$ cat src/rtl/spi_syncer.sv
// -----------------------------------------------------------------------------
// spi_syncer
//
// Pairs the local player's location (from this FPGA's tracker) with the
// opponent's state frame, which arrives MSB-first over a 3-wire SPI-style
// link from the other FPGA. Once both halves are held, they are presented
// together with a one-cycle valid strobe. Everything runs in the clk_pixel
// domain; the three serial pins are asynchronous and are synchronized here.
//
// Ports
//   clk_pixel_in         in   system clock (only clock)
//   rst_in               in   synchronous, active-low reset
//   location_in          in   local player location
//   location_in_valid    in   one-cycle strobe qualifying location_in
//   data_in              in   serial data, async, MSB first
//   data_clk_in          in   serial clock, async, sampled on rising edge
//   sel_in               in   frame select, async, active-low
//   player_location_out  out  paired local location
//   opponent_data_out    out  paired opponent frame
//   data_out_valid       out  one-cycle strobe, both outputs valid
//
// Build option
//   SYNCER_HEADER_CHECK_EN  when defined, a completed frame is kept only if
//                           its top three bits are 3'b101; otherwise every
//                           complete frame is kept.
// -----------------------------------------------------------------------------
module spi_syncer #(
    parameter int DATA_WIDTH  = 89,
    parameter int LOC_WIDTH   = 63,
    parameter int SYNC_STAGES = 2
) (
    input  logic                  clk_pixel_in,
    input  logic                  rst_in,
    input  logic [LOC_WIDTH-1:0]  location_in,
    input  logic                  location_in_valid,
    input  logic                  data_in,
    input  logic                  data_clk_in,
    input  logic                  sel_in,
    output logic [LOC_WIDTH-1:0]  player_location_out,
    output logic [DATA_WIDTH-1:0] opponent_data_out,
    output logic                  data_out_valid
);

    localparam int               CNT_W    = $clog2(DATA_WIDTH + 1);
    localparam logic [CNT_W-1:0] CNT_LAST = CNT_W'(DATA_WIDTH - 1);
    localparam logic [CNT_W-1:0] CNT_FULL = CNT_W'(DATA_WIDTH);

    // synchronizer chains; the last stage is the usable value
    logic [SYNC_STAGES-1:0] data_sync_q, data_sync_d;
    logic [SYNC_STAGES-1:0] clk_sync_q,  clk_sync_d;
    logic [SYNC_STAGES-1:0] sel_sync_q,  sel_sync_d;

    logic                  clk_prev_q, clk_prev_d;
    logic                  sel_prev_q, sel_prev_d;
    logic [CNT_W-1:0]      bit_cnt_q,  bit_cnt_d;
    logic [DATA_WIDTH-1:0] shift_q,    shift_d;
    logic [DATA_WIDTH-1:0] opp_buf_q,  opp_buf_d;
    logic                  opp_have_q, opp_have_d;
    logic [LOC_WIDTH-1:0]  loc_buf_q,  loc_buf_d;
    logic                  loc_have_q, loc_have_d;
    logic [LOC_WIDTH-1:0]  loc_out_q,  loc_out_d;
    logic [DATA_WIDTH-1:0] opp_out_q,  opp_out_d;
    logic                  valid_q,    valid_d;

    logic                  data_s, clk_s, sel_s;
    logic                  clk_rise, sel_fall;
    logic                  frame_done, hdr_ok;
    logic [DATA_WIDTH-1:0] frame_full;

    assign data_s = data_sync_q[SYNC_STAGES-1];
    assign clk_s  = clk_sync_q[SYNC_STAGES-1];
    assign sel_s  = sel_sync_q[SYNC_STAGES-1];

    assign clk_rise   = clk_s & ~clk_prev_q;
    assign sel_fall   = ~sel_s & sel_prev_q;
    assign frame_full = {shift_q[DATA_WIDTH-2:0], data_s};

    always_comb begin
`ifdef SYNCER_HEADER_CHECK_EN
        hdr_ok = (frame_full[DATA_WIDTH-1 -: 3] == 3'b101);
`else
        hdr_ok = 1'b1;
`endif
    end

    always_comb begin
        data_sync_d = {data_sync_q[SYNC_STAGES-2:0], data_in};
        clk_sync_d  = {clk_sync_q[SYNC_STAGES-2:0],  data_clk_in};
        sel_sync_d  = {sel_sync_q[SYNC_STAGES-2:0],  sel_in};
        clk_prev_d  = clk_s;
        sel_prev_d  = sel_s;

        bit_cnt_d   = bit_cnt_q;
        shift_d     = shift_q;
        opp_buf_d   = opp_buf_q;
        opp_have_d  = opp_have_q;
        loc_buf_d   = loc_buf_q;
        loc_have_d  = loc_have_q;
        loc_out_d   = loc_out_q;
        opp_out_d   = opp_out_q;
        valid_d     = 1'b0;
        frame_done  = 1'b0;

        // receive: sel high (idle or abort) discards any partial frame;
        // once the counter saturates, extra edges are ignored until a new
        // sel falling edge restarts the frame
        if (sel_s) begin
            bit_cnt_d = '0;
            shift_d   = '0;
        end else if (sel_fall) begin
            bit_cnt_d = '0;
        end else if (clk_rise && (bit_cnt_q != CNT_FULL)) begin
            shift_d   = frame_full;
            bit_cnt_d = bit_cnt_q + CNT_W'(1);
            frame_done = (bit_cnt_q == CNT_LAST);
        end

        // pairing consumes the held halves; a capture landing in the same
        // cycle below re-arms its flag for the next pairing
        if (loc_have_q && opp_have_q) begin
            loc_out_d  = loc_buf_q;
            opp_out_d  = opp_buf_q;
            valid_d    = 1'b1;
            loc_have_d = 1'b0;
            opp_have_d = 1'b0;
        end

        if (location_in_valid) begin
            loc_buf_d  = location_in;
            loc_have_d = 1'b1;
        end

        if (frame_done && hdr_ok) begin
            opp_buf_d  = frame_full;
            opp_have_d = 1'b1;
        end
    end

    always_ff @(posedge clk_pixel_in) begin
        if (!rst_in) begin
            data_sync_q <= '0;
            clk_sync_q  <= '0;
            sel_sync_q  <= '1;
            clk_prev_q  <= 1'b0;
            sel_prev_q  <= 1'b1;
            bit_cnt_q   <= '0;
            shift_q     <= '0;
            opp_buf_q   <= '0;
            opp_have_q  <= 1'b0;
            loc_buf_q   <= '0;
            loc_have_q  <= 1'b0;
            loc_out_q   <= '0;
            opp_out_q   <= '0;
            valid_q     <= 1'b0;
        end else begin
            data_sync_q <= data_sync_d;
            clk_sync_q  <= clk_sync_d;
            sel_sync_q  <= sel_sync_d;
            clk_prev_q  <= clk_prev_d;
            sel_prev_q  <= sel_prev_d;
            bit_cnt_q   <= bit_cnt_d;
            shift_q     <= shift_d;
            opp_buf_q   <= opp_buf_d;
            opp_have_q  <= opp_have_d;
            loc_buf_q   <= loc_buf_d;
            loc_have_q  <= loc_have_d;
            loc_out_q   <= loc_out_d;
            opp_out_q   <= opp_out_d;
            valid_q     <= valid_d;
        end
    end

    assign player_location_out = loc_out_q;
    assign opponent_data_out   = opp_out_q;
    assign data_out_valid      = valid_q;

endmodule

$ cat config.mk
export PLATFORM = sky130hd
export DESIGN_NAME = spi_syncer
export DESIGN_NICKNAME = d
export VERILOG_FILES = /design/src/rtl/spi_syncer.sv
export SDC_FILE = /design/constraint.sdc
export NUM_CORES = 1
export LEC_CHECK = 0
export BUFFER_PORTS_ARGS = -buffer_cell sky130_fd_sc_hd__buf_2
export CELL_PAD_IN_SITES_DETAIL_PLACEMENT = 1
export CELL_PAD_IN_SITES_GLOBAL_PLACEMENT = 1
export CORE_ASPECT_RATIO = 0.6
export CORE_UTILIZATION = 46
export CTS_CLUSTER_SIZE = 25
export DETAILED_ROUTE_END_ITERATION = 7
export PLACE_DENSITY_LB_ADDON = 0.1
export SETUP_SLACK_MARGIN = 0.02
export SLEW_MARGIN = 20
export SYNTH_ARGS = -nofsm -noshare
export SYNTH_HDL_FRONTEND = slang
export SYNTH_SLANG_ARGS = --single-unit
export TNS_END_PERCENT = 10
$ cat constraint.sdc
create_clock -name clk_pixel_in -period 4.75 [get_ports clk_pixel_in]
set_input_delay 1.1875 -clock clk_pixel_in [delete_from_list [all_inputs] [get_ports clk_pixel_in]]
set_output_delay 1.1875 -clock clk_pixel_in [all_outputs]
set_load 0.01 [all_outputs]
=== Word-level counts from Yosys, hierarchy flattened ===
Index checks and enable logic that the tools add are counted.

* Logic and storage cells: 37
* Register bits: 410
* Output and inout bits: 153

* Eq/ne operators: 2
* Add/sub/neg operators: 1
* Muxes and demuxes: 7
* Bitwise logic cells: 6
* Reductions and logical operators: 7

{| class="wikitable"
|+ Operator list
! cell !! number
|-
| 7-bit by 1-bit adder with 7-bit output, second input constant || 1
|-
| 7-bit == test, second input constant || 1
|-
| 1-bit two-way mux || 7
|-
| 7-bit != test, second input constant || 1
|-
| 1-bit NOT || 4
|-
| 2-bit nonzero test || 2
|-
| 3-bit OR reduction || 1
|-
| 1-bit AND || 2
|-
| 1-bit logical AND || 2
|-
| 2-bit AND reduction || 1
|-
| 2-bit OR reduction || 1
|}

=== Depth between registers and ports, before layout ===
Gate-level depths: netlist of the first run.

* Depth in word-level cells: 7
* Gate-level depth with buffers: 8
* Gate-level depth less buffers: 5

=== Least setup slack after synthesis of the first run ===
Ideal clock, no wire load.

* Path type: in2reg
* Start point: in rst_in
* End point: reg loc_buf_q[10]
* Path buffers: 4
* Path slack: 2.354 ns
* Data arrival time: 2.269 ns
* Setup time: 0.128 ns
* Cell stages on the path: 6
* Required time: 4.622 ns
* Path through: clkbuf_1 -> inv_1 -> clkbuf_1 -> clkbuf_1 -> clkbuf_1 -> nor2_1

{| class="wikitable"
|+ RTL lines
! item !! RTL line !! text
|-
| start: declaration || 33 || <nowiki>input logic rst_in,</nowiki>
|-
| end signal: assignment || 165 || <nowiki>loc_buf_q <= loc_buf_d;</nowiki>
|-
| end: declaration || 59 || <nowiki>logic [LOC_WIDTH-1:0] loc_buf_q, loc_buf_d;</nowiki>
|}

No word-level cell between the ends.

=== Worst setup path after layout of the first run ===
* Start point: in rst_in
* End point: reg shift_q[14]

* Word-level cells in the longest chain between the ends: 2

{| class="wikitable"
|+ RTL lines
! item !! RTL line !! text
|-
| 1-bit NOT (no source line) || - ||
|-
| 2-bit OR reduction (no source line) || - ||
|-
| end signal: assignment || 162 || <nowiki>shift_q <= shift_d;</nowiki>
|-
| end: declaration || 56 || <nowiki>logic [DATA_WIDTH-1:0] shift_q, shift_d;</nowiki>
|}

No other way between the ends.
A chain may end at the register's enable or synchronous reset.

==> impl_metrics.toml, run 1 <==
[synth]
yosys.area.top_type_share = 0.561
synthSimpleGateAreaFrac = 0.178
synth_top_family_by_area = "simple AND/OR/NAND/NOR gates"
synth_xor_area_frac = 0
synth_fp_nets = 1687
yosysMostFrequentCell = "nand2_1"
yosysWarnings = 0
synthTopCellsByArea = "dfxtp_1 56%, mux2i_1 17%, nand2_1 15%, a21oi_1 5.4%, clkbuf_1 2.2%"
syn_area_per_cell_um2 = 9.06
yosys.area.top_type = "dfxtp_1"
muxShareOfSynthArea = 0.166
yosys.area_share.adder = 0.00257
synth_edf_count = 0
ys_ff_latch = 410
synth_cell_type_count = 27
synth.yosys.seq_area_share = 0.561
yosys_most_used_dff = "dfxtp_1"
yosys-top-cells-count = "579 x nand2_1, 410 x dfxtp_1, 242 x mux2i_1, 159 x a21oi_1, 86 x clkbuf_1"
synth_cells = 1615
syn_area_um2 = 14600
async_reset_ff_frac = 0
synth-compound-area-share = 0.0581

[cells_and_area]
diodes = 0
area_growth_pct = 17.6
nets = 1848
fillers = 3663
layout-drive-gt1-share = 0.164
finish.utilization = 0.551
final-seq-area_um2 = 8210
multiInputGateArea_um2 = 5940

[power_and_ir_drop]
pwr-share-comb = 0.029
finalPower_mw = 6.71
switching_share = 0.213
clkPwrFrac = 0.451
p_int_mw = 5.29
ir_drop_uv = 233
p_seq_frac = 0.520
switching_power_mw = 1.43
powerDensity_nw_per_um2 = 390
leakage_nw = 7.25

[floorplanning]
initial_core_util = 0.469
die_h_um = 140
core_area_um2 = 31200
rows = 50
die_area_um2 = 32500
die_x_um = 232
ioPinCount = 222

[cts]
post_cts_resized = 0
numCtsBuffers = 39
cts_root_buf = "clkbuf_16"
ctsLongestPathBuffers = 3
hold_buffers = 0
cts-htree-levels = 2
clk_pin_slew_ns = 0.06
clock-sinks = 410
clock_latency_ns = 0.53
cts_tree = "done"
postCtsSetupBuffers = 0

[worst_setup_path]
worst-setup-path-type = "input port to flip-flop"
reg2regPathDepth = 6
reg2reg_setup_slack_ns = 2.56
r2r-start = "bit_cnt_q[1]$_SDFFE_PP0P_"
slowest_stage = "nor2b_4"
cpPeakStageDelay_ns = 0.84
cp_cell_sequence = "buf_6 > nor2b_4 > buf_12 > nand2_1 > mux2i_1"
end_kind = "flip-flop"
crit_family = "simple AND/OR/NAND/NOR gates"
cp-start-kind = "input port"
reg2reg_to = "shift_q[51]$_SDFFE_PP0P_"
crit_fanout = 66
arrival_ns = 3.14
worst-path-buf-inv = 2
cp.required_ns = 5.19

[route]
drc = 0
vias = 11200
ant_nets = 0
viasPerCell = 5.04
drtIter0Drc = 537
firstDrtPassIters = 6
wl_mm = 35.7
routedWlPerCell_um = 16.1

[sta]
final_hold_viol_count = 0
fin_skew_ns = 0.0161
fin_crit_sh = 0.567
worstMarginPinSlew_ns = 1.03
clock.fmax_mhz = 371
setup_viol = 0
relSlewSlack = 0.313
rsz0062_at_grt = "no"
tns_ns = 0
maxSlewViolCount = 0
min_period_ns = 2.69

[placed_design]
dpl.hpwl_mm = 22.8
port_buffers = 221
gp_congestion = 0.741

[global_route]
grt_first_pass_wirelength_mm = 58.4
grt_pass1_vias = 11500
grt_overflow = 0
grt_max_degree = 109
antenna_found_initial = 0
track_usage = 0.218

[worst_hold_path]
hold_end = "sel_sync_q[1]$_SDFF_PN1_"
hold_start = "sel_sync_q[0]$_SDFF_PN1_"
hp-class = "flip-flop to flip-flop"
hold_depth = 1

[outcome]
status = "complete, no violations"

[run]
drv_cap = 0
## state kept, by name, summed over array words and instances (netlist names), 2 cells and up
| signal | count |
|---|---|
| sel_sync_q | 2 |
| opponent_data_out | 89 |
| player_location_out | 63 |
| clk_sync_q | 2 |
| data_sync_q | 2 |
| shift_q | 88 |
| bit_cnt_q | 7 |
| loc_buf_q | 63 |
| opp_buf_q | 89 |
## routing by layer
layer | routed length [um] | up-vias | global-route usage
li1 | - | 5575 | -
met1 | 16700 | 5396 | 0.286
met2 | 17100 | 148 | 0.369
met3 | 1140 | 60 | 0.0377
met4 | 740 | 0 | 0.0578
met5 | 0 | - | 0
## power groups by stage
stage / Combinational [mW] / Clock (mW) / Sequential (mW)
6_report: 0.196 / 3.03 / 3.49
5_1_grt: 0.215 / 3.24 / 3.49
4_1_cts: 0.197 / 3.11 / 3.49
3_5_place_dp: 0.197 / 0 / 3.57
3_3_place_gp: 0.190 / 0 / 3.57
2_1_floorplan: 0.138 / 0 / 3.56
## area by class of cell
| type | instances | share of cell area |
|---|---|---|
| clock inverters | 4 | 0.00138 |
| multi-input cells | 1084 | 0.345 |
| clock buffers | 63 | 0.0702 |
| well taps | 416 | 0.0303 |
| repair buffers | 235 | 0.0742 |
| inverters | 6 | 0.00160 |
| flip-flops and latches | 410 | 0.477 |
## worst max-delay path by stage
stage / startpoint / end / slack [ns] / depth (start not counted)
after floorplan: rst_in / loc_buf_q[10]$_SDFFE_PN0P_ / 2.35 / 6
after global placement: rst_in / shift_q[82]$_SDFFE_PP0P_ / 1.66 / 5
after detailed placement: rst_in / shift_q[5]$_SDFFE_PP0P_ / 1.56 / 5
after CTS: rst_in / shift_q[12]$_SDFFE_PP0P_ / 2.04 / 5
after global routing: rst_in / shift_q[12]$_SDFFE_PP0P_ / 1.90 / 5
final: rst_in / shift_q[14]$_SDFFE_PP0P_ / 2.06 / 5
## logic make-up after synthesis
kind of cell / Yosys count
adders and majority gates: 3
and+or+nand+nor: 672
AOI/OAI and AO/OA: 167
buffers and inverters: 121
muxes: 242
DFF: 410
## cell usage in the layout (no fill, tap or decap), types with 2 or more instances in the layout
cell type  synthesis  final
buf_2             16    219
nor3b_1            2      2
clkbuf_8           0     10
or3_1              4      4
nor2_1            65     65
nand2b_1           6      6
nand2_1          579    578
buf_4              0     11
a21oi_1          159    159
clkbuf_16          0     41
mux2i_1          242    242
buf_12             0      3
nand3_1            2      2
inv_1              6      5
clkbuf_1          86     12
dfxtp_1          410    410
ha_1               3      3
o21ai_0            4      4
and2_1             7      6
inv_6              0      2
clkinv_2           0      3
## per-stage QoR
step | hold WS (ns) | cells | worst slack (ns) | instance area [um^2]
global placement | 0.395 | 2150 | 1.66 | 15900
finish | 0.413 | 2218 | 2.06 | 17200
detailed placement | 0.402 | 2150 | 1.56 | 15900
global route | 0.447 | 2218 | 1.90 | 17200
floorplan | 0.386 | 1615 | 2.35 | 14600
CTS | 0.417 | 2217 | 2.04 | 17200
Power figures use the tool's default switching activity.
==> run 2: changes to the inputs <==
Settings changed: CORE_UTILIZATION 46 to 39.
Clock period 4.75 ns to 2.3 ns, I/O delays scaled along.
==> run 2 against run 1 <==
Worst hold slack got worse by 0.17 ns. Non-clock buffer count increased by 7. Cell count increased by 4.3%. Clock power increased by 100%. Worst setup slack got worse by 1.8 ns. Register-to-register slack got worse by 2.3 ns. Critical path type is now flip-flop to flip-flop. Critical endpoint is now shift_q[26]$_SDFFE_PP0P_. Largest power group unchanged.
==> impl_metrics.toml, run 2 (same netlist as run 1, synthesis figures left out) <==
[outcome]
status = "complete, no violations"

[cts]
clock_latency_ns = 0.53
postCtsSetupBuffers = 0
clock-sinks = 410
hold_buffers = 0
ctsLongestPathBuffers = 3
cts_root_buf = "clkbuf_16"
cts-htree-levels = 2
numCtsBuffers = 40
clk_pin_slew_ns = 0.06
post_cts_resized = 0
cts_tree = "done"

[sta]
maxSlewViolCount = 0
min_period_ns = 2.01
fin_crit_sh = 0.876
relSlewSlack = 0.598
setup_viol = 0
final_hold_viol_count = 0
worstMarginPinSlew_ns = 0.603
fin_skew_ns = 0.0108
clock.fmax_mhz = 496
rsz0062_at_grt = "no"
tns_ns = 0
setup_slack_ns = 0.286

[worst_setup_path]
cp-start-kind = "flip-flop"
worst-path-buf-inv = 3
cp_cell_sequence = "inv_1 > ha_1 > inv_1 > o311a_4 > buf_12 > mux2i_1"
slowest_stage = "o311a_4"
crit_family = "compound AO/OA/AOI/OAI gates"
worst-setup-path-type = "flip-flop to flip-flop"
cpPeakStageDelay_ns = 0.57
cp.required_ns = 2.75
arrival_ns = 2.47
crit_fanout = 32
end_kind = "flip-flop"
cp_common_cell = "inv_1"

[route]
firstDrtPassIters = 4
ant_nets = 0
drtIter0Drc = 507
drc = 0
viasPerCell = 4.82
routedWlPerCell_um = 15.3
vias = 11200
wl_mm = 35.3

[power_and_ir_drop]
ir_drop_uv = 475
powerDensity_nw_per_um2 = 790
leakage_nw = 7.30

[cells_and_area]
diodes = 0
nets = 1856
area_growth_pct = 19.1
final_common_cell = "nand2_1"
layout-drive-gt1-share = 0.166
final_cells = 2314
final_cell_mix = "578 x nand2_1, 410 x dfxtp_1, 242 x mux2i_1"

[floorplanning]
rows = 54
ioPinCount = 222
initial_core_util = 0.400
die_h_um = 152
die_x_um = 252
core_area_um2 = 36600
die_area_um2 = 38300

[global_route]
grt_max_degree = 72
grt_first_pass_wirelength_mm = 58.1
track_usage = 0.183
antenna_found_initial = 0
grt_pass1_vias = 11300
grt_overflow = 0

[placed_design]
port_buffers = 221
dpl.hpwl_mm = 23.2
dp_slack_ns = 0.268
post-place-cells = 2246
gp_congestion = 0.788

[run]
drv_cap = 0

[worst_hold_path]
hp-class = "input port to flip-flop"
==> run 2: final timing paths <==
| kind | start | to | slack (ns) | cells after the start |
|---|---|---|---|---|
| setup reg to reg | bit_cnt_q[1]$_SDFFE_PP0P_ | shift_q[26]$_SDFFE_PP0P_ | 0.29 | 6 |
| hold reg to reg | clk_sync_q[0]$_SDFF_PN0_ | clk_sync_q[1]$_SDFF_PN0_ | 0.43 | 1 |
| setup / recovery | bit_cnt_q[1]$_SDFFE_PP0P_ | shift_q[26]$_SDFFE_PP0P_ | 0.29 | 6 |
| hold / removal | sel_in | sel_sync_q[0]$_SDFF_PN1_ | 0.25 | 2 |
==> run 2: final cells by class <==
cell class	count	area, um^2
repair buffers	242	1420
well taps	504	631
inverters	6	27.5
clock inverters	6	30.0
clock buffers	62	1160
fillers	4297	19200
multi-input cells	1084	5940
flip-flops and latches	410	8210
==> run 2: layer usage <==
layer | vias up | part of all wire | global-route usage
met5 | - | 0 | 0
met4 | 0 | 0.025 | 0.0554
met3 | 62 | 0.029 | 0.0315
met2 | 131 | 0.47 | 0.307
met1 | 5350 | 0.48 | 0.241
li1 | 5609 | - | -
==> run 2: worst register-to-register path: cells and delay by family (launching register included) <==
kind,cells,cell delay (ns)
compound gates,1,0.57
buf+inv,3,0.51
flops,1,0.37
mux,1,0.26
fa+ha+maj,1,0.23
==> run 2: stage by stage <==
stage               area, um^2  utilization  hold slack (ns)  total power [mW]
finish                   17400        0.476            0.245              13.8
CTS                      17400        0.476            0.213              14.0
global route             17400        0.476            0.232              14.4
detailed placement       16200        0.443            0.423              7.79
floorplan                14600            -            0.386              7.64
global placement         16200        0.443            0.417              7.78
==> run 2: power by group <==
part / total [mW] / internal (mW) / switching, mW
clock network: 6.14 / 3.47 / 2.67
logic: 0.418 / 0.169 / 0.249
registers: 7.21 / 7.17 / 0.0372
total: 13.8 / 10.8 / 2.96
